### config.mk
export PLATFORM = sky130hd
export DESIGN_NAME = vscale_fetch_unit
export DESIGN_NICKNAME = d
export VERILOG_FILES = /design/src/rtl/vscale_fetch_unit_pkg.sv /design/src/rtl/vscale_fetch_unit_fifo.sv /design/src/rtl/vscale_fetch_unit.sv
export SDC_FILE = /design/constraint.sdc
export NUM_CORES = 1
export LEC_CHECK = 0
export ABC_AREA = 1
export CAP_MARGIN = 30
export CORE_UTILIZATION = 40
export CTS_CLUSTER_SIZE = 24
export DETAILED_ROUTE_END_ITERATION = 7
export DONT_BUFFER_PORTS = 1
export HOLD_SLACK_MARGIN = 0.15
export PLACE_DENSITY = 0.59
export REMOVE_ABC_BUFFERS = 1
export SYNTH_ARGS = -nofsm -noshare
export SYNTH_HDL_FRONTEND = slang
export SYNTH_SLANG_ARGS = --single-unit
### constraint.sdc
create_clock -name clk -period 11.8 [get_ports clk]
set_input_delay 2.95 -clock clk [delete_from_list [all_inputs] [get_ports clk]]
set_output_delay 2.95 -clock clk [all_outputs]
set_load 0.01 [all_outputs]
### src/rtl/vscale_fetch_unit_pkg.sv
// Shared fetch-unit constants: instruction encoding defaults, controller states
// and the DEPTH-to-pointer-width helper used by the prefetch buffer.
package vscale_fetch_unit_pkg;

    localparam int unsigned DEFAULT_INST_WIDTH = 32;
    localparam logic [31:0] RV_NOP             = 32'h0000_0013;

    typedef enum logic [0:0] {
        FETCH_RUN  = 1'b0,
        FETCH_HALT = 1'b1
    } fetch_state_e;

    function automatic int unsigned ptr_width(input int unsigned depth);
        return (depth > 32'd1) ? $clog2(depth) : 32'd1;
    endfunction

endpackage

### src/rtl/vscale_fetch_unit_fifo.sv
// Prefetch buffer: DEPTH entries of {instruction, pc, badmem} with a flush that
// empties every entry at the edge and takes priority over push and pop.
module vscale_fetch_fifo
    import vscale_fetch_unit_pkg::*;
#(
    parameter int unsigned XPR_LEN    = 32,
    parameter int unsigned INST_WIDTH = 32,
    parameter int unsigned DEPTH      = 4
) (
    input  logic                      clk,
    input  logic                      reset_n,
    input  logic                      flush,
    input  logic                      push,
    input  logic [INST_WIDTH-1:0]     push_data,
    input  logic [XPR_LEN-1:0]        push_pc,
    input  logic                      push_badmem,
    input  logic                      pop,
    output logic                      valid,
    output logic [INST_WIDTH-1:0]     head_data,
    output logic [XPR_LEN-1:0]        head_pc,
    output logic                      head_badmem,
    output logic [ptr_width(DEPTH):0] count
);

    localparam int unsigned PTR_W = ptr_width(DEPTH);
    localparam logic [PTR_W:0] DEPTH_V = (PTR_W+1)'(DEPTH);

    logic [INST_WIDTH-1:0] data_mem [DEPTH];
    logic [XPR_LEN-1:0]    pc_mem   [DEPTH];
    logic                  bad_mem  [DEPTH];

    logic [PTR_W-1:0] wr_ptr_r;
    logic [PTR_W-1:0] rd_ptr_r;
    logic [PTR_W:0]   count_r;
    logic             do_push_s;
    logic             do_pop_s;

    // Qualify push/pop against occupancy so the pointers never run past each other.
    always_comb begin
        do_pop_s  = pop & (count_r != '0);
        do_push_s = push & ((count_r != DEPTH_V) | do_pop_s);
    end

    // Pointer and occupancy bookkeeping.
    always_ff @(posedge clk) begin
        if (!reset_n || flush) begin
            wr_ptr_r <= '0;
            rd_ptr_r <= '0;
            count_r  <= '0;
        end else begin
            if (do_push_s) begin
                wr_ptr_r <= wr_ptr_r + PTR_W'(1);
            end else begin
                wr_ptr_r <= wr_ptr_r;
            end
            if (do_pop_s) begin
                rd_ptr_r <= rd_ptr_r + PTR_W'(1);
            end else begin
                rd_ptr_r <= rd_ptr_r;
            end
            case ({do_push_s, do_pop_s})
                2'b10:   count_r <= count_r + (PTR_W+1)'(1);
                2'b01:   count_r <= count_r - (PTR_W+1)'(1);
                default: count_r <= count_r;
            endcase
        end
    end

    // Entry storage; contents of empty slots are never observed, so no reset.
    always_ff @(posedge clk) begin
        if (do_push_s && !flush && reset_n) begin
            data_mem[wr_ptr_r] <= push_data;
            pc_mem[wr_ptr_r]   <= push_pc;
            bad_mem[wr_ptr_r]  <= push_badmem;
        end
    end

    // Head view; an empty buffer presents a NOP so downstream never sees X.
    always_comb begin
        if (count_r != '0) begin
            valid       = 1'b1;
            head_data   = data_mem[rd_ptr_r];
            head_pc     = pc_mem[rd_ptr_r];
            head_badmem = bad_mem[rd_ptr_r];
        end else begin
            valid       = 1'b0;
            head_data   = INST_WIDTH'(RV_NOP);
            head_pc     = '0;
            head_badmem = 1'b0;
        end
    end

    assign count = count_r;

endmodule

### src/rtl/vscale_fetch_unit.sv
// Instruction fetch unit: one-outstanding-request memory interface feeding a
// DEPTH-entry prefetch buffer, with redirect flush and halt on access fault.
module vscale_fetch_unit
    import vscale_fetch_unit_pkg::*;
#(
    parameter int unsigned      XPR_LEN    = 32,
    parameter int unsigned      INST_WIDTH = 32,
    parameter int unsigned      DEPTH      = 4,
    parameter logic [XPR_LEN-1:0] RESET_PC = {XPR_LEN{1'b0}}
) (
    input  logic                  clk,
    input  logic                  reset_n,
    input  logic                  redirect_valid,
    input  logic [XPR_LEN-1:0]    redirect_pc,
    output logic                  imem_req_valid,
    output logic [XPR_LEN-1:0]    imem_addr,
    input  logic                  imem_wait,
    input  logic [INST_WIDTH-1:0] imem_rdata,
    input  logic                  imem_badmem_e,
    output logic                  inst_valid,
    input  logic                  inst_ready,
    output logic [INST_WIDTH-1:0] inst_data,
    output logic [XPR_LEN-1:0]    inst_pc,
    output logic                  inst_badmem
);

    localparam int unsigned PTR_W = ptr_width(DEPTH);
    localparam int unsigned CNT_W = PTR_W + 1;
    localparam logic [CNT_W:0] DEPTH_V = (CNT_W+1)'(DEPTH);

    fetch_state_e       state_r;
    logic [XPR_LEN-1:0] fetch_pc_r;
    logic [XPR_LEN-1:0] req_pc_r;
    logic               inflight_r;

    logic [CNT_W-1:0]   fifo_count_s;
    logic               fifo_valid_s;
    logic [CNT_W:0]     occ_s;
    logic [XPR_LEN-1:0] redirect_addr_s;
    logic               fault_now_s;
    logic               pop_s;
    logic               push_s;
    logic               accept_s;

    // Issue decision: the in-flight slot counts against buffer space, and a
    // faulting response blocks the request presented alongside it.
    always_comb begin
        redirect_addr_s = {redirect_pc[XPR_LEN-1:2], 2'b00};
        inst_valid      = fifo_valid_s & reset_n;
        pop_s           = inst_valid & inst_ready;
        fault_now_s     = inflight_r & imem_badmem_e;
        occ_s           = {1'b0, fifo_count_s} + {{CNT_W{1'b0}}, inflight_r};
        if (!reset_n) begin
            imem_req_valid = 1'b0;
            imem_addr      = fetch_pc_r;
        end else if (redirect_valid) begin
            imem_req_valid = 1'b1;
            imem_addr      = redirect_addr_s;
        end else if (state_r == FETCH_RUN && !fault_now_s) begin
            imem_req_valid = (occ_s < DEPTH_V) || ((occ_s == DEPTH_V) && pop_s);
            imem_addr      = fetch_pc_r;
        end else begin
            imem_req_valid = 1'b0;
            imem_addr      = fetch_pc_r;
        end
        accept_s = imem_req_valid & ~imem_wait;
        push_s   = inflight_r & ~redirect_valid;
    end

    // Fetch controller: PC sequencing, in-flight tracking and RUN/HALT state.
    always_ff @(posedge clk) begin
        if (!reset_n) begin
            state_r    <= FETCH_RUN;
            fetch_pc_r <= RESET_PC;
            req_pc_r   <= RESET_PC;
            inflight_r <= 1'b0;
        end else begin
            inflight_r <= accept_s;
            if (accept_s) begin
                req_pc_r   <= imem_addr;
                fetch_pc_r <= imem_addr + XPR_LEN'(4);
            end else if (redirect_valid) begin
                req_pc_r   <= req_pc_r;
                fetch_pc_r <= redirect_addr_s;
            end else begin
                req_pc_r   <= req_pc_r;
                fetch_pc_r <= fetch_pc_r;
            end
            case (state_r)
                FETCH_RUN: begin
                    if (!redirect_valid && fault_now_s) begin
                        state_r <= FETCH_HALT;
                    end else begin
                        state_r <= FETCH_RUN;
                    end
                end
                FETCH_HALT: begin
                    if (redirect_valid) begin
                        state_r <= FETCH_RUN;
                    end else begin
                        state_r <= FETCH_HALT;
                    end
                end
                default: state_r <= FETCH_RUN;
            endcase
        end
    end

    vscale_fetch_fifo #(
        .XPR_LEN   (XPR_LEN),
        .INST_WIDTH(INST_WIDTH),
        .DEPTH     (DEPTH)
    ) u_fifo (
        .clk        (clk),
        .reset_n    (reset_n),
        .flush      (redirect_valid),
        .push       (push_s),
        .push_data  (imem_rdata),
        .push_pc    (req_pc_r),
        .push_badmem(imem_badmem_e),
        .pop        (pop_s),
        .valid      (fifo_valid_s),
        .head_data  (inst_data),
        .head_pc    (inst_pc),
        .head_badmem(inst_badmem),
        .count      (fifo_count_s)
    );

endmodule

==> results of run 1 <==
## flip-flops by register name (all words and copies together), names as in the netlist, named ones only
register,flops
u_fifo.data_mem,128
u_fifo.pc_mem,128
fetch_pc_r,32
req_pc_r,32
u_fifo.bad_mem,4
u_fifo.count,3
u_fifo.rd_ptr_r,2
u_fifo.wr_ptr_r,2
inflight_r,1
state_r,1
## worst max-delay path: stages
cell and delay [ps]:
nand2_2 560, inv_1 190, or2_2 310, o21ai_0 120, inv_1 210
## where the power goes
group / internal, uW / total [uW] / leakage (uW) / switching [uW]
combinational: 41.5 / 156 / 0.00232 / 114
clock: 733 / 1190 / 0.000621 / 460
sequential: 1300 / 1320 / 0.00302 / 17.8
total: 2070 / 2670 / 0.00596 / 592
## cell usage after synthesis (9+ instances only)
cell      instances  area, um^2
edfxtp_1        260        7807
nand3_1          62       310.3
buf_1            10       37.54
mux2i_1          13       130.1
nand2_1         194       728.2
nor2_1          376        1411
buf_6             9       101.4
inv_1            76       285.3
xor2_1            9       78.83
nor2_2           11       68.82
clkbuf_1         48       180.2
o21ai_0         167       835.8
nand2_2          23       143.9
dfxtp_1          75        1501
a21oi_1         100       500.5
## metrics by stage
stage               instances  util (%)
finish                   1963     45.30
detailed placement       1896     41.77
global placement         1896     41.77
floorplan                1423         -
global route             1963     45.30
CTS                      1963     45.30
## logic make-up (layout without fill, tap and decap cells)
| group | after synthesis | count (layout) | synth area share (%) |
|---|---|---|---|
| adders and majority gates | 8 | 8 | 0.7315 |
| buffers and inverters | 161 | 158 | 4.815 |
| and+or+nand+nor | 698 | 698 | 20.00 |
| muxes | 13 | 13 | 0.8846 |
| xor gates and xnor gates | 10 | 10 | 0.5955 |
| AOI/OAI and AO/OA | 280 | 280 | 9.689 |
| DFF | 335 | 335 | 63.29 |
## layout make-up
type | instances | area, um^2 | share of cell area (%)
clock buffers | 42 | 987.2 | 6.068
clock inverters | 25 | 279.0 | 1.715
inverters | 79 | 297.8 | 1.830
multi-input cells | 1009 | 4722 | 29.02
flip-flops and latches | 335 | 9316 | 57.26
well taps | 461 | 576.8 | 3.545
repair buffers | 12 | 90.09 | 0.5537
## layer usage
| metal | up-vias | part of all wire (%) | track usage (%) | wire (um) |
|---|---|---|---|---|
| met1 | 4834 | 45 | 26.44 | 16740 |
| met3 | 68 | 6.1 | 4.192 | 2260 |
| met5 | - | 0 | 0 | 0 |
| met2 | 255 | 46 | 32.12 | 17290 |
| met4 | 0 | 2.5 | 6.163 | 943 |
| li1 | 5010 | - | - | - |
## path summary, 6_finish.rpt
kind              cells after the start       endpoint             from  slack (ps)
setup / recovery                      5  imem_addr[31]   redirect_valid        4480
hold / removal                        2  fetch_pc_r[1]    fetch_pc_r[1]         450
setup reg to reg                     13    req_pc_r[2]  u_fifo.count[0]        8640
hold reg to reg                       2  fetch_pc_r[1]    fetch_pc_r[1]         450
==> results.json, run 1 <==
{
  "ant_nets": 0,
  "worstMarginPinSlew_ps": 898.1,
  "grt_first_pass_wirelength_mm": 57.35,
  "maxSlewHeadroom_pct": 40.12,
  "syn-mean-instance-area_um2": 9.773,
  "start_kind": "input pin",
  "via_count": 10167,
  "grt_overflow": 0,
  "end_kind": "output pin",
  "status": "complete, no violations",
  "grt_start_max_net_pins": 89,
  "pre_cts_ws_ps": 4490,
  "mostFrequentLayoutCells": "nor2_1, edfxtp_1, nand2_1",
  "hold_viol_final": 0,
  "maxCapViolCount": 0,
  "setup_viol": 0,
  "viasPerCell": 5.179,
  "power_uw": 2666,
  "wirelength_mm": 37.23,
  "async_reset_ff_share_pct": 0,
  "cp_max_fo": 68,
  "finalCriticalPeriod_ps": 7316,
  "dp_hpwl_mm": 21.66,
  "cts.clk_slew.worst_paths_ps": 60,
  "drc_errors": 0,
  "coreArea_um2": 35910,
  "io_buffers": 0,
  "final_cell_area_um2": 16270,
  "start_util_pct": 40.96,
  "grt.total_usage_pct": 19.76,
  "timing.fmax_mhz": 136.7,
  "cts_buffer_depth": 3,
  "worst_slack_ps": 4484,
  "n_antenna_cell": 0,
  "post_dp_cell_area_um2": 15000,
  "gp_congestion": 0.8217,
  "die_w_um": 193.8,
  "fin_nets": 1552,
  "tritoncts": "built",
  "hold_ws_ps": 446.5,
  "antenna_found_initial": 0,
  "syn_to_final_growth_pct": 10.61,
  "syn_area_um2": 14710,
  "grt_pass1_vias": 9556,
  "power.density_nw_per_um2": 163.8,
  "cp.required_ps": 8850,
  "yosysSeqAreaShare_pct": 63.29,
  "leakage_uw": 0.005962,
  "layout-drive-gt1-share_pct": 8.855,
  "clock-skew-final_ps": 16.82,
  "synth.distinct_cells": 38,
  "num_rows": 69,
  "path_class": "input pin to output pin",
  "hp-class": "flip-flop to flip-flop",
  "drtIter0Drc": 604,
  "dieArea_um2": 37540,
  "peakVddDrop_uv": 99.97,
  "crit_arrival_ps": 4370,
  "synth_enable_flop_cells": 260,
  "fin_crit_sh_pct": 62.00,
  "tns_ps": 0,
  "synth-seq-cells": 335,
  "cts_hold_repair.buffers": 0,
  "cts_max_level": 2,
  "yosys_warnings": 0,
  "clockRootBuffer": "clkbuf_16",
  "cts.repair.resized": 0,
  "avgRoutedWirePerCell_um": 18.97,
  "drt_pass1_iterations": 5,
  "final_common_cell": "nor2_1",
  "io_pins": 169,
  "rsz0062_at_grt": "no",
  "postCtsSetupRepairBufs": 0,
  "fill_cells": 3411,
  "postSynthCellCount": 1505,
  "numClockSinks": 335,
  "die_h_um": 193.8,
  "cts_buffers": 37,
  "synth_top_flop_cell": "edfxtp_1",
  "slew_violations": 0,
  "clkLatencyLatePin_ps": 530
}
Power figures use the tool's default switching activity.
==> inputs of run 2 (changes only) <==
--- a/config.mk
+++ b/config.mk
@@ -5,14 +5,14 @@
 export SDC_FILE = /design/constraint.sdc
 export NUM_CORES = 1
 export LEC_CHECK = 0
-export ABC_AREA = 1
+export ABC_AREA = 0
 export CAP_MARGIN = 30
 export CORE_UTILIZATION = 40
 export CTS_CLUSTER_SIZE = 24
 export DETAILED_ROUTE_END_ITERATION = 7
 export DONT_BUFFER_PORTS = 1
 export HOLD_SLACK_MARGIN = 0.15
-export PLACE_DENSITY = 0.59
+export PLACE_DENSITY = 0.61
 export REMOVE_ABC_BUFFERS = 1
 export SYNTH_ARGS = -nofsm -noshare
 export SYNTH_HDL_FRONTEND = slang
==> constraint.sdc (replaced) <==
create_clock -name clk -period 5.86 [get_ports clk]
set_input_delay 1.465 -clock clk [delete_from_list [all_inputs] [get_ports clk]]
set_output_delay 1.465 -clock clk [all_outputs]
set_load 0.01 [all_outputs]
==> results.json, run 2 <==
{
  "avgRoutedWirePerCell_um": 22.22,
  "clockRootBuffer": "clkbuf_16",
  "cts_hold_repair.buffers": 0,
  "drc_errors": 0,
  "end_kind": "output pin",
  "postCtsSetupRepairBufs": 0,
  "die_w_um": 189.4,
  "final_cells": 1424,
  "synth_adder_area_share_pct": 0.7664,
  "start_kind": "input pin",
  "coreArea_um2": 34540,
  "grt_start_max_net_pins": 67,
  "num_rows": 68,
  "fill_cells": 3051,
  "yosysMostFrequentCell": "edfxtp_1",
  "io_buffers": 0,
  "grt_first_pass_wirelength_mm": 47.88,
  "viasPerCell": 5.428,
  "mostFrequentLayoutCells": "edfxtp_1, nand2_1, dfxtp_1",
  "gp_congestion": 0.7549,
  "yosys_warnings": 0,
  "cts.clk_slew.worst_paths_ps": 60,
  "path_class": "input pin to output pin",
  "wl_met2_mm": 15.36,
  "worstMarginPinSlew_ps": 882.0,
  "grt.total_usage_pct": 17.83,
  "path_cells": "nand2_1 -> buf_4 -> nand2_1 -> nand2_1",
  "io_pins": 169,
  "crit_arrival_ps": 2620,
  "postSynthCellCount": 946,
  "cts_max_level": 2,
  "peakVddDrop_uv": 205.7,
  "hold_viol_final": 0,
  "top_regs": "u_fifo.data_mem x128, u_fifo.pc_mem x128",
  "critical-path-max-stage-delay_ps": 490,
  "maxSlewHeadroom_pct": 41.20,
  "yosys.area_share.simple_pct": 12.05,
  "synth-seq-cells": 335,
  "clkLatencyLatePin_ps": 510,
  "fin_crit_sh_pct": 69.63,
  "yosysTopAreaCellShare_pct": 55.61,
  "leakage_uw": 0.005014,
  "drt_pass1_iterations": 4,
  "synthTopCellsByCount": "edfxtp_1, nand2_1, dfxtp_1",
  "post_dp_cell_area_um2": 14530,
  "synth_top_flop_cell": "edfxtp_1",
  "cts_buffer_depth": 3,
  "yosysSeqAreaShare_pct": 66.30,
  "cp_slowest_cell": "nand2_1",
  "ys_top_cells_by_area": "edfxtp_1, dfxtp_1, mux4_2",
  "synth-xor-area-share_pct": 0.8110,
  "synth_top_family_by_area": "multiplexers",
  "status": "complete, no violations",
  "grt_overflow": 0,
  "syn_area_um2": 14040,
  "start_util_pct": 40.64,
  "synth_enable_flop_cells": 260,
  "syn-mean-instance-area_um2": 14.84,
  "critPathMostFrequentCell": "nand2_1",
  "cts_buffers": 37,
  "setup_viol": 0,
  "maxCapViolCount": 0,
  "layout-drive-gt1-share_pct": 19.20,
  "dp_hpwl_mm": 19.13,
  "rsz0062_at_grt": "no",
  "synthMuxAreaShare_pct": 13.53,
  "synth_top_cell_by_area": "edfxtp_1",
  "cp_max_fo": 49,
  "synth.distinct_cells": 63,
  "r2r_slack_ps": 3090,
  "numClockSinks": 335,
  "ant_nets": 0,
  "power_uw": 5121,
  "finalCriticalPeriod_ps": 4080,
  "dieArea_um2": 35850,
  "syn_to_final_growth_pct": 12.11,
  "tritoncts": "built",
  "n_antenna_cell": 0,
  "die_h_um": 189.4,
  "hp-class": "flip-flop to flip-flop",
  "antenna_found_initial": 0,
  "async_reset_ff_share_pct": 0,
  "clock-skew-final_ps": 20.89,
  "cp.required_ps": 4390,
  "via_count": 7729,
  "fin_nets": 1022,
  "slew_violations": 0,
  "final_common_cell": "edfxtp_1",
  "grt_pass1_vias": 7843,
  "power.density_nw_per_um2": 325.3,
  "dr.max_layer_used": "met4",
  "multi_input_area_um2": 4431,
  "timing.fmax_mhz": 245.1,
  "wirelength_mm": 31.65,
  "cts.repair.resized": 0,
  "hold_ws_ps": 487.5,
  "route.met3.wl_mm": 2.490,
  "placedCellCount": 1360,
  "tns_ps": 0,
  "final_cell_area_um2": 15740,
  "synth-compound-area-share_pct": 4.206,
  "regArea_um2": 9316,
  "drtIter0Drc": 376,
  "m1WireLength_mm": 13.25
}
==> run 2: changes by cell type after synthesis, moves of 60 or more <==
cell	delta
o21ai_0	-161
mux4_2	+65
inv_1	-60
nor2b_1	+63
a21oi_1	-70
nand2_1	-85
nor2_1	-324
==> run 2: area by class of cell <==
| cell class | count | area share, % |
|---|---|---|
| clock buffer | 44 | 6.240 |
| clock inverter | 20 | 1.423 |
| inverter | 18 | 0.4293 |
| multi-input combinational | 538 | 28.15 |
| sequential | 335 | 59.19 |
| tap | 455 | 3.617 |
| timing repair buffer | 14 | 0.9539 |
==> run 2: critical path, delay by kind of cell <==
kind                   cells  cell delay (ps)
buffers and inverters      1              320
and+or+nand+nor            3              810
==> run 2: where the power goes <==
| part | switching, uW | internal [uW] | leakage [uW] | total (uW) |
|---|---|---|---|---|
| registers | 28.3 | 2590 | 0.00293 | 2620 |
| logic | 133 | 70.3 | 0.00148 | 203 |
| clock network | 885 | 1410 | 0.000601 | 2300 |
| total | 1050 | 4070 | 0.00501 | 5120 |
==> run 2: final timing paths <==
path,startpoint,end,cells after the start
max,redirect_valid,imem_addr[30],4
min,fetch_pc_r[1],fetch_pc_r[1],1
max reg2reg,u_fifo.count[0],fetch_pc_r[18],7
min reg2reg,fetch_pc_r[1],fetch_pc_r[1],1
==> run 2: per-stage QoR <==
stage	setup slack (ps)	util [%]
3_3_place_gp	1793	41.94
4_1_cts	1717	45.57
3_5_place_dp	1788	42.07
2_1_floorplan	-346.7	-
5_1_grt	1622	45.57
6_report	1780	45.57
==> run 2: layer usage <==
layer  GRT usage [%]  up-vias
li1                -     3583
met1           22.81     3896
met2           29.81      209
met3           5.190       41
met4           4.249        0
met5               0        -
==> run 2: kinds of logic (layout without fill, tap and decap cells) <==
group	Yosys count	count (layout)
flip-flops	335	335
multiplexers	107	107
XOR/XNOR	13	13
AND/OR/NAND/NOR	327	327
adder cells (fa/ha/maj)	8	8
buffers and inverters	73	96
AO/OA/AOI/OAI	83	83
==> inputs of run 3 (changes only) <==
--- a/config.mk
+++ b/config.mk
@@ -12,7 +12,7 @@
 export DETAILED_ROUTE_END_ITERATION = 7
 export DONT_BUFFER_PORTS = 1
 export HOLD_SLACK_MARGIN = 0.15
-export PLACE_DENSITY = 0.61
+export PLACE_DENSITY = 0.59
 export REMOVE_ABC_BUFFERS = 1
 export SYNTH_ARGS = -nofsm -noshare
 export SYNTH_HDL_FRONTEND = slang
==> constraint.sdc (replaced) <==
create_clock -name clk -period 4.2 [get_ports clk]
set_input_delay 1.05 -clock clk [delete_from_list [all_inputs] [get_ports clk]]
set_output_delay 1.05 -clock clk [all_outputs]
set_load 0.01 [all_outputs]
==> results.json, run 3 (synthesis results as in run 2) <==
{
  "syn_to_final_growth_pct": 12.57,
  "worstMarginPinSlew_ps": 816.4,
  "drt_pass1_iterations": 5,
  "tns_ps": 0,
  "grt_start_max_net_pins": 67,
  "antenna_found_initial": 0,
  "dp_hpwl_mm": 19.87,
  "io_buffers": 0,
  "status": "complete, no violations",
  "cp.required_ps": 3150,
  "cts.clk_slew.worst_paths_ps": 60,
  "cts_buffer_depth": 3,
  "post_dp_cell_area_um2": 14610,
  "slew_violations": 0,
  "via_count": 7843,
  "leakage_uw": 0.005043,
  "timing.fmax_mhz": 286.2,
  "postCtsSetupRepairBufs": 0,
  "num_rows": 68,
  "finalCriticalPeriod_ps": 3494,
  "final_cell_area_um2": 15800,
  "crit_start": "u_fifo.count[0]",
  "cp_max_fo": 9,
  "layout-drive-gt1-share_pct": 19.39,
  "drc_errors": 0,
  "r2r_slack_ps": 1400,
  "hold_path.startpoint": "fetch_pc_r[1]",
  "rr_worst_depth": 9,
  "end_kind": "output pin",
  "path_class": "flip-flop to output pin",
  "fill_cells": 3073,
  "hold_viol_final": 0,
  "r2r_end": "fetch_pc_r[19]",
  "power.density_nw_per_um2": 448.9,
  "fin_crit_sh_pct": 83.18,
  "coreArea_um2": 34540,
  "die_w_um": 189.4,
  "fin_nets": 1030,
  "clock-skew-final_ps": 19.45,
  "grt_pass1_vias": 8071,
  "mostFrequentLayoutCells": "edfxtp_1, nand2_1, dfxtp_1",
  "grt.total_usage_pct": 17.84,
  "top_regs": "u_fifo.data_mem x128, u_fifo.pc_mem x128",
  "drtIter0Drc": 424,
  "rsz0062_at_grt": "no",
  "cts.repair.resized": 0,
  "dieArea_um2": 35850,
  "numClockSinks": 335,
  "peakVddDrop_uv": 243.3,
  "clkLatencyLatePin_ps": 520,
  "critical_path.endpoint": "imem_req_valid",
  "viasPerCell": 5.466,
  "timing.rr.start": "u_fifo.count[0]",
  "n_antenna_cell": 0,
  "hold_depth": 1,
  "wirelength_mm": 31.60,
  "crit_arrival_ps": 2440,
  "clockRootBuffer": "clkbuf_16",
  "gp_congestion": 0.7872,
  "avgRoutedWirePerCell_um": 22.02,
  "hp-class": "flip-flop to flip-flop",
  "grt_first_pass_wirelength_mm": 48.44,
  "cts_max_level": 2,
  "die_h_um": 189.4,
  "cts_hold_repair.buffers": 0,
  "cts_buffers": 37,
  "start_kind": "flip-flop",
  "maxSlewHeadroom_pct": 44.85,
  "final_common_cell": "edfxtp_1",
  "maxCapViolCount": 0,
  "io_pins": 169,
  "start_util_pct": 40.64,
  "grt_overflow": 0,
  "ant_nets": 0,
  "tritoncts": "built",
  "setup_viol": 0
}
==> run 3: power by group <==
part | internal, uW | switching [uW]
registers | 3620 | 38.8
clock network | 1900 | 1260
logic | 99.0 | 185
==> run 3: final cells by class <==
type	instances	area (um^2)	share of cell area, %
inverters	18	67.56	0.4275
repair buffers	22	227.7	1.441
clock buffers	52	1066	6.745
multi-input cells	538	4431	28.03
flip-flops and latches	335	9316	58.95
clock inverters	15	126.4	0.7996
well taps	455	569.3	3.602
==> run 3: how the worst min path moves through the flow <==
| stage | slack, ps | endpoint |
|---|---|---|
| 6_report | 490 | fetch_pc_r[1] |
| 4_1_cts | 490 | fetch_pc_r[1] |
| 2_1_floorplan | 450 | u_fifo.pc_mem[0][23] |
| 3_5_place_dp | 480 | fetch_pc_r[1] |
| 5_1_grt | 510 | fetch_pc_r[1] |
| 3_3_place_gp | 470 | flip-flop |
==> run 3: layer usage <==
layer / global-route usage (%) / share of wire (%) / vias up
met1: 22.07 / 41 / 3936
met2: 29.67 / 49 / 244
met3: 5.357 / 7.4 / 53
met5: 0.8242 / 0.12 / -
li1: - / - / 3608
met4: 6.017 / 2.8 / 2
==> run 3: worst max-delay path, cell delays in order, from the launching register on <==
cell and delay [ps]:
dfxtp_1 430, ha_1 220, ha_1 240, o41ai_2 390, a31oi_2 350, nor2_1 290
==> run 3: per-stage QoR <==
| stage | cells | hold slack [ps] | setup slack [ps] | util [%] | power [uW] |
|---|---|---|---|---|---|
| 4_1_cts | 1435 | 490.8 | 673.2 | 45.75 | 7178 |
| 3_3_place_gp | 1368 | 468.6 | 725.7 | 42.30 | 4008 |
| 2_1_floorplan | 891 | 454.9 | -2007 | - | 3928 |
| 6_report | 1435 | 489.7 | 706.2 | 45.75 | 7094 |
| 5_1_grt | 1435 | 506.1 | 584.7 | 45.75 | 7335 |
| 3_5_place_dp | 1368 | 476.7 | 712.0 | 42.30 | 4014 |
